--- src/rtl/dmem_arbiter.sv ---
// -----------------------------------------------------------------------------
// dmem_arbiter
//   Shares the single data_memory port between two requesters:
//   r0 = core load/store unit, r1 = DMA/debug loader.
//   A request accepted in IDLE is latched and driven onto the memory for
//   exactly one ACCESS cycle. Read data is captured at the end of ACCESS, and
//   the owner gets a one-cycle response pulse in RESP.
//   Latency: accept at edge T -> ACCESS cycle T+1 -> rsp_valid in cycle T+2.
//
// Parameters
//   DATA_WIDTH   data width of requests and the memory port
//   ADDR_WIDTH   byte address width (>= 2)
//   FIXED_PRIO   0 = round-robin, 1 = r0 always wins ties
//
// Ports
//   clk, rstn                    clock, asynchronous active-low reset
//   rN_req_valid / rN_req_ready  request handshake (N = 0,1)
//   rN_we, rN_maskmode, rN_sext  store select, 00 byte/01 half/10 word, load ext
//   rN_addr, rN_wdata            byte address, store data
//   rN_rsp_valid                 one-cycle completion pulse
//   rN_rsp_rdata                 load data (0 for stores), held between pulses
//   rN_rsp_err                   misaligned-access flag
//   mem_*                        data_memory port, all zero outside ACCESS
//
// Build option
//   DMEM_ARB_MISALIGN_CHECK_EN   when defined, misaligned half/word accesses
//                                do not touch memory and respond with
//                                rsp_err=1 and rsp_rdata=0
// -----------------------------------------------------------------------------
// state  | meaning
// IDLE   | arbitrate, accept one request
// ACCESS | latched request is on the memory port for one cycle
// RESP   | owner's rsp_valid pulse, captured data on rsp_rdata
// -----------------------------------------------------------------------------
module dmem_arbiter #(
  parameter int DATA_WIDTH = 32,
  parameter int ADDR_WIDTH = 32,
  parameter bit FIXED_PRIO = 1'b0
) (
  input  logic                  clk,
  input  logic                  rstn,
  input  logic                  r0_req_valid,
  output logic                  r0_req_ready,
  input  logic                  r0_we,
  input  logic [1:0]            r0_maskmode,
  input  logic                  r0_sext,
  input  logic [ADDR_WIDTH-1:0] r0_addr,
  input  logic [DATA_WIDTH-1:0] r0_wdata,
  output logic                  r0_rsp_valid,
  output logic [DATA_WIDTH-1:0] r0_rsp_rdata,
  output logic                  r0_rsp_err,
  input  logic                  r1_req_valid,
  output logic                  r1_req_ready,
  input  logic                  r1_we,
  input  logic [1:0]            r1_maskmode,
  input  logic                  r1_sext,
  input  logic [ADDR_WIDTH-1:0] r1_addr,
  input  logic [DATA_WIDTH-1:0] r1_wdata,
  output logic                  r1_rsp_valid,
  output logic [DATA_WIDTH-1:0] r1_rsp_rdata,
  output logic                  r1_rsp_err,
  output logic                  mem_write,
  output logic                  mem_read,
  output logic [1:0]            mem_maskmode,
  output logic                  mem_sext,
  output logic [ADDR_WIDTH-1:0] mem_address,
  output logic [DATA_WIDTH-1:0] mem_write_data,
  input  logic [DATA_WIDTH-1:0] mem_read_data
);

  localparam logic [1:0] S_IDLE   = 2'd0;
  localparam logic [1:0] S_ACCESS = 2'd1;
  localparam logic [1:0] S_RESP   = 2'd2;

  logic [1:0]            r_state;
  logic                  r_rr_ptr;
  logic                  r_owner;
  logic                  r_we;
  logic [1:0]            r_maskmode;
  logic                  r_sext;
  logic [ADDR_WIDTH-1:0] r_addr;
  logic [DATA_WIDTH-1:0] r_wdata;
  logic [DATA_WIDTH-1:0] r_rdata0;
  logic [DATA_WIDTH-1:0] r_rdata1;

  logic                  w_idle;
  logic                  w_access;
  logic                  w_resp;
  logic                  w_accept;
  logic                  w_grant_id;
  logic                  w_misalign;
  logic [DATA_WIDTH-1:0] w_capture;

  assign w_idle   = (r_state == S_IDLE);
  assign w_access = (r_state == S_ACCESS);
  assign w_resp   = (r_state == S_RESP);

  // Tie goes to rr_ptr (or r0 when fixed); a lone requester always wins.
  always_comb begin
    w_grant_id = 1'b0;
    if (r0_req_valid && r1_req_valid)
      w_grant_id = FIXED_PRIO ? 1'b0 : r_rr_ptr;
    else if (r1_req_valid)
      w_grant_id = 1'b1;
  end

  assign w_accept     = w_idle && (r0_req_valid || r1_req_valid);
  assign r0_req_ready = w_idle && r0_req_valid && !w_grant_id;
  assign r1_req_ready = w_idle && r1_req_valid &&  w_grant_id;

`ifdef DMEM_ARB_MISALIGN_CHECK_EN
  logic r_err;

  assign w_misalign = ((r_maskmode == 2'b01) && r_addr[0]) ||
                      ((r_maskmode == 2'b10) && (r_addr[1:0] != 2'b00));

  always_ff @(posedge clk or negedge rstn) begin
    if (!rstn)
      r_err <= 1'b0;
    else if (w_access)
      r_err <= w_misalign;
  end

  assign r0_rsp_err = w_resp && !r_owner && r_err;
  assign r1_rsp_err = w_resp &&  r_owner && r_err;
`else
  assign w_misalign = 1'b0;
  assign r0_rsp_err = 1'b0;
  assign r1_rsp_err = 1'b0;
`endif

  // Memory port is purely decoded from state, so an async reset during
  // ACCESS drops mem_write immediately, before the memory's negedge commit.
  assign mem_write      = w_access &&  r_we && !w_misalign;
  assign mem_read       = w_access && !r_we && !w_misalign;
  assign mem_maskmode   = w_access ? r_maskmode : 2'b00;
  assign mem_sext       = w_access && r_sext;
  assign mem_address    = w_access ? r_addr  : '0;
  assign mem_write_data = w_access ? r_wdata : '0;

  assign w_capture = (r_we || w_misalign) ? '0 : mem_read_data;

  assign r0_rsp_valid = w_resp && !r_owner;
  assign r1_rsp_valid = w_resp &&  r_owner;
  assign r0_rsp_rdata = r_rdata0;
  assign r1_rsp_rdata = r_rdata1;

  always_ff @(posedge clk or negedge rstn) begin
    if (!rstn) begin
      r_state    <= S_IDLE;
      r_rr_ptr   <= 1'b0;
      r_owner    <= 1'b0;
      r_we       <= 1'b0;
      r_maskmode <= 2'b00;
      r_sext     <= 1'b0;
      r_addr     <= '0;
      r_wdata    <= '0;
      r_rdata0   <= '0;
      r_rdata1   <= '0;
    end else begin
      case (r_state)
        S_IDLE: begin
          if (w_accept) begin
            r_owner    <= w_grant_id;
            r_rr_ptr   <= !w_grant_id;
            r_we       <= w_grant_id ? r1_we       : r0_we;
            r_maskmode <= w_grant_id ? r1_maskmode : r0_maskmode;
            r_sext     <= w_grant_id ? r1_sext     : r0_sext;
            r_addr     <= w_grant_id ? r1_addr     : r0_addr;
            r_wdata    <= w_grant_id ? r1_wdata    : r0_wdata;
            r_state    <= S_ACCESS;
          end
        end
        S_ACCESS: begin
          if (r_owner)
            r_rdata1 <= w_capture;
          else
            r_rdata0 <= w_capture;
          r_state <= S_RESP;
        end
        S_RESP:  r_state <= S_IDLE;
        default: r_state <= S_IDLE;
      endcase
    end
  end

endmodule

--- config.mk ---
export PLATFORM = sky130hd
export DESIGN_NAME = dmem_arbiter
export DESIGN_NICKNAME = d
export VERILOG_FILES = /design/src/rtl/dmem_arbiter.sv
export SDC_FILE = /design/constraint.sdc
export NUM_CORES = 1
export LEC_CHECK = 0
export ABC_AREA = 1
export ABC_CLOCK_PERIOD_IN_PS = 2100
export CORE_ASPECT_RATIO = 0.7
export CORE_MARGIN = 5
export CORE_UTILIZATION = 45
export CTS_CLUSTER_DIAMETER = 150
export DETAILED_ROUTE_END_ITERATION = 7
export PLACE_DENSITY_LB_ADDON = 0.3
export SLEW_MARGIN = 20
export SYNTH_ARGS = -nofsm -noshare
export SYNTH_HDL_FRONTEND = slang
export SYNTH_SLANG_ARGS = --single-unit
--- constraint.sdc ---
create_clock -name clk -period 2.1 [get_ports clk]
set_input_delay 0.21 -clock clk [delete_from_list [all_inputs] [get_ports clk]]
set_output_delay 0.21 -clock clk [all_outputs]
set_load 0.01 [all_outputs]
==> results.json <==
{
  "arrival_ns": 1.79,
  "criticalPathCategory": "reg2out",
  "drv_slew": 0,
  "tritoncts": "yes",
  "regArea_sq_um": 3400,
  "dpl-instance-area_sq_um": 9990,
  "num_vias": 7178,
  "cts-root-buf": "clkbuf_16",
  "fill_cells": 1202,
  "r2r_slack_ns": 0.25,
  "intPower_mw": 8.73,
  "hold_viol_final": 0,
  "num_rows": 37,
  "max_cap_viol_count": 0,
  "synth.distinct_cells": 18,
  "mostFrequentLayoutCell": "clkdlybuf4s50_1",
  "clock_skew_ns": 0.00971,
  "p_total_mw": 14.8,
  "gp_congestion": 0.899,
  "cpPeakStageDelay_ns": 0.41,
  "power.switching_mw": 6.07,
  "routedWlPerCell_microns": 17.3,
  "slowest_stage": "dfrtp_1",
  "drtAntennaViolNets": 0,
  "io_buffers": 308,
  "grt_use_total_pct": 26.3,
  "fin_crit_ns": 2.00,
  "timing.fmax_mhz": 500,
  "drt_first_iter_violations": 736,
  "clk_pin_slew_worst_paths_ns": 0.06,
  "grt_max_degree": 137,
  "worstPathRequired_ns": 1.89,
  "start_util_pct": 46.1,
  "switching_share_pct": 41.0,
  "clock_latency_ns": 0.41,
  "dr.pass1.iters": 5,
  "grt_pass1_wl_microns": 37300,
  "cts_sinks": 136,
  "power_frac_clock_pct": 20.6,
  "finish.instance_area_sq_um": 10600,
  "period_share_pct": 95.2,
  "via_per_inst": 5.19,
  "final-setup-viol-count": 0,
  "multi_input_area_sq_um": 2660,
  "ioPinCount": 311,
  "fin_nets": 1345,
  "hpwl_microns": 16200,
  "leakage_nw": 5.43,
  "combPwrFrac_pct": 49.0,
  "worstSetupEndpointType": "primary output",
  "vdd_ir_drop_max_mv": 1.22,
  "synth_warnings": 0,
  "cts_buffers": 17,
  "tns_ns": 0,
  "crit_fanout": 27,
  "path_cells": "inv_2, nand2_4, bufbuf_16, nor2_1, dlygate4sd2_1",
  "grt_setup_unrepaired": "no",
  "worstMarginPinSlew_ns": 0.802,
  "cp-start-kind": "flop",
  "grt-ovfl-total": 0,
  "status": "finished clean",
  "synthesis.area_sq_um": 6800,
  "grt_pass1_vias": 7030,
  "max_slew_margin_pct": 46.6,
  "ys_seq_elements": 136,
  "syn_inst": 901,
  "seq_area_frac_synth_pct": 50.0,
  "final_cell_mix": "237 x clkdlybuf4s50_1, 199 x nand2_1, 136 x nand3_1",
  "drc_errors": 0,
  "die_x_microns": 157,
  "hp-class": "in2reg",
  "drive_gt1_share_pct": 5.48,
  "p_per_area_nw_per_um2": 1390,
  "die_h_microns": 113,
  "core-area_sq_um": 14800,
  "clockBufferDepth": 2,
  "area_delta_synth_final_pct": 56.1,
  "antenna_found_initial": 1,
  "h-tree-depth": 4,
  "die-area_sq_um": 17700,
  "syn_area_per_cell_sq_um": 7.55,
  "drt-total-wl_microns": 23900,
  "pwr-share-seq_pct": 30.3
}
==> kinds of logic (layout without fill, tap and decap cells) <==
kind of cell,Yosys count,in the layout,synth area share [%]
simple gates,512,512,33.4
flops,136,136,50.0
other cells,1,3,0.0551
buf+inv,184,468,11.3
compound gates,68,68,5.22
==> power groups by stage <==
stage               registers, mW  logic (mW)  clock network (mW)
global placement             4.48        7.26                   0
global route                 4.63        8.03                3.22
floorplan                    4.62        3.78                   0
CTS                          4.48        7.32                3.09
detailed placement           4.50        7.39                   0
finish                       4.49        7.26                3.05
==> synth_stat cells <==
cell      instances  area share (%)
dfrtp_1         136              50
nand2_1         200              11
nor2_1          102             5.6
nand4_1          68             6.3
o21ai_1           1           0.073
a21oi_4           1            0.24
buf_4             5            0.55
nand2_2           1           0.092
o21ai_0          65             4.8
buf_2            46             3.4
nand3_1         136              10
clkbuf_1         26             1.4
conb_1            1           0.055
inv_1           106             5.8
o21ai_2           1            0.13
inv_2             1           0.055
nor3_1            2            0.15
nor2_2            3            0.28
==> path summary, 6_finish.rpt <==
path                              startpoint                end  cells after the start
min in group asynchronous               rstn   r0_rsp_rdata[29]                      2
worst min-delay path            r1_req_valid            r_owner                      3
worst max register to register    r_state[1]   r1_rsp_rdata[11]                      8
worst min register to register    r_addr[28]         r_addr[28]                      2
worst max-delay path              r_state[1]  mem_write_data[8]                      5
max in group asynchronous               rstn          r_addr[8]                      3
==> repair_timing <==
action | 4_1_cts | 5_1_grt
setup buffers | 0 | 0
hold buffers | 1 | 0
gates resized for setup | 64 | 13
gates cloned | 1 | 0
endpoints found under the hold margin | 45 | 0
endpoints found under the setup margin | 68 | 13
==> metal layers <==
layer | part of all wire [%] | GRT usage (%) | vias up
li1 | - | - | 3447
met1 | 41 | 34.7 | 3370
met2 | 47 | 41.6 | 320
met3 | 10 | 8.75 | 41
met4 | 2.3 | 8.09 | 0
met5 | 0 | 0 | -
==> flip-flops by register name (all words and copies together) (netlist names) <==
| register | flops |
|---|---|
| r_we | 1 |
| r_wdata | 32 |
| r_state | 2 |
| r1_rsp_rdata | 32 |
| r_addr | 32 |
| r_owner | 1 |
| r_sext | 1 |
| r_rr_ptr | 1 |
| r_maskmode | 2 |
| r0_rsp_rdata | 32 |
==> area by class of cell <==
| cell class | count | area share, % |
|---|---|---|
| clock buffers | 18 | 4.14 |
| clock inverters | 14 | 1.53 |
| inverters | 107 | 3.78 |
| well taps | 195 | 2.30 |
| diodes | 1 | 0.0236 |
| flip-flops and latches | 136 | 32.1 |
| repair buffers | 329 | 31.1 |
| multi-input cells | 582 | 25.0 |
==> critical path, delay by kind of cell (launching register included) <==
family,cells,cell delay (ns)
buffers and inverters,3,0.74
DFF,1,0.41
and+or+nand+nor,2,0.22
==> per-stage QoR <==
stage | utilization, % | worst slack [ns] | hold slack [ns] | instances
final | 71.9 | 0.102 | 0.180 | 1382
after global routing | 71.9 | 0.00227 | 0.192 | 1382
after CTS | 71.7 | -0.00228 | 0.177 | 1381
after detailed placement | 67.7 | 0.165 | 0.179 | 1347
after global placement | 67.7 | 0.172 | 0.174 | 1347
after floorplan | - | 0.816 | -0.0856 | 902
(Power assumes the default switching activity.)
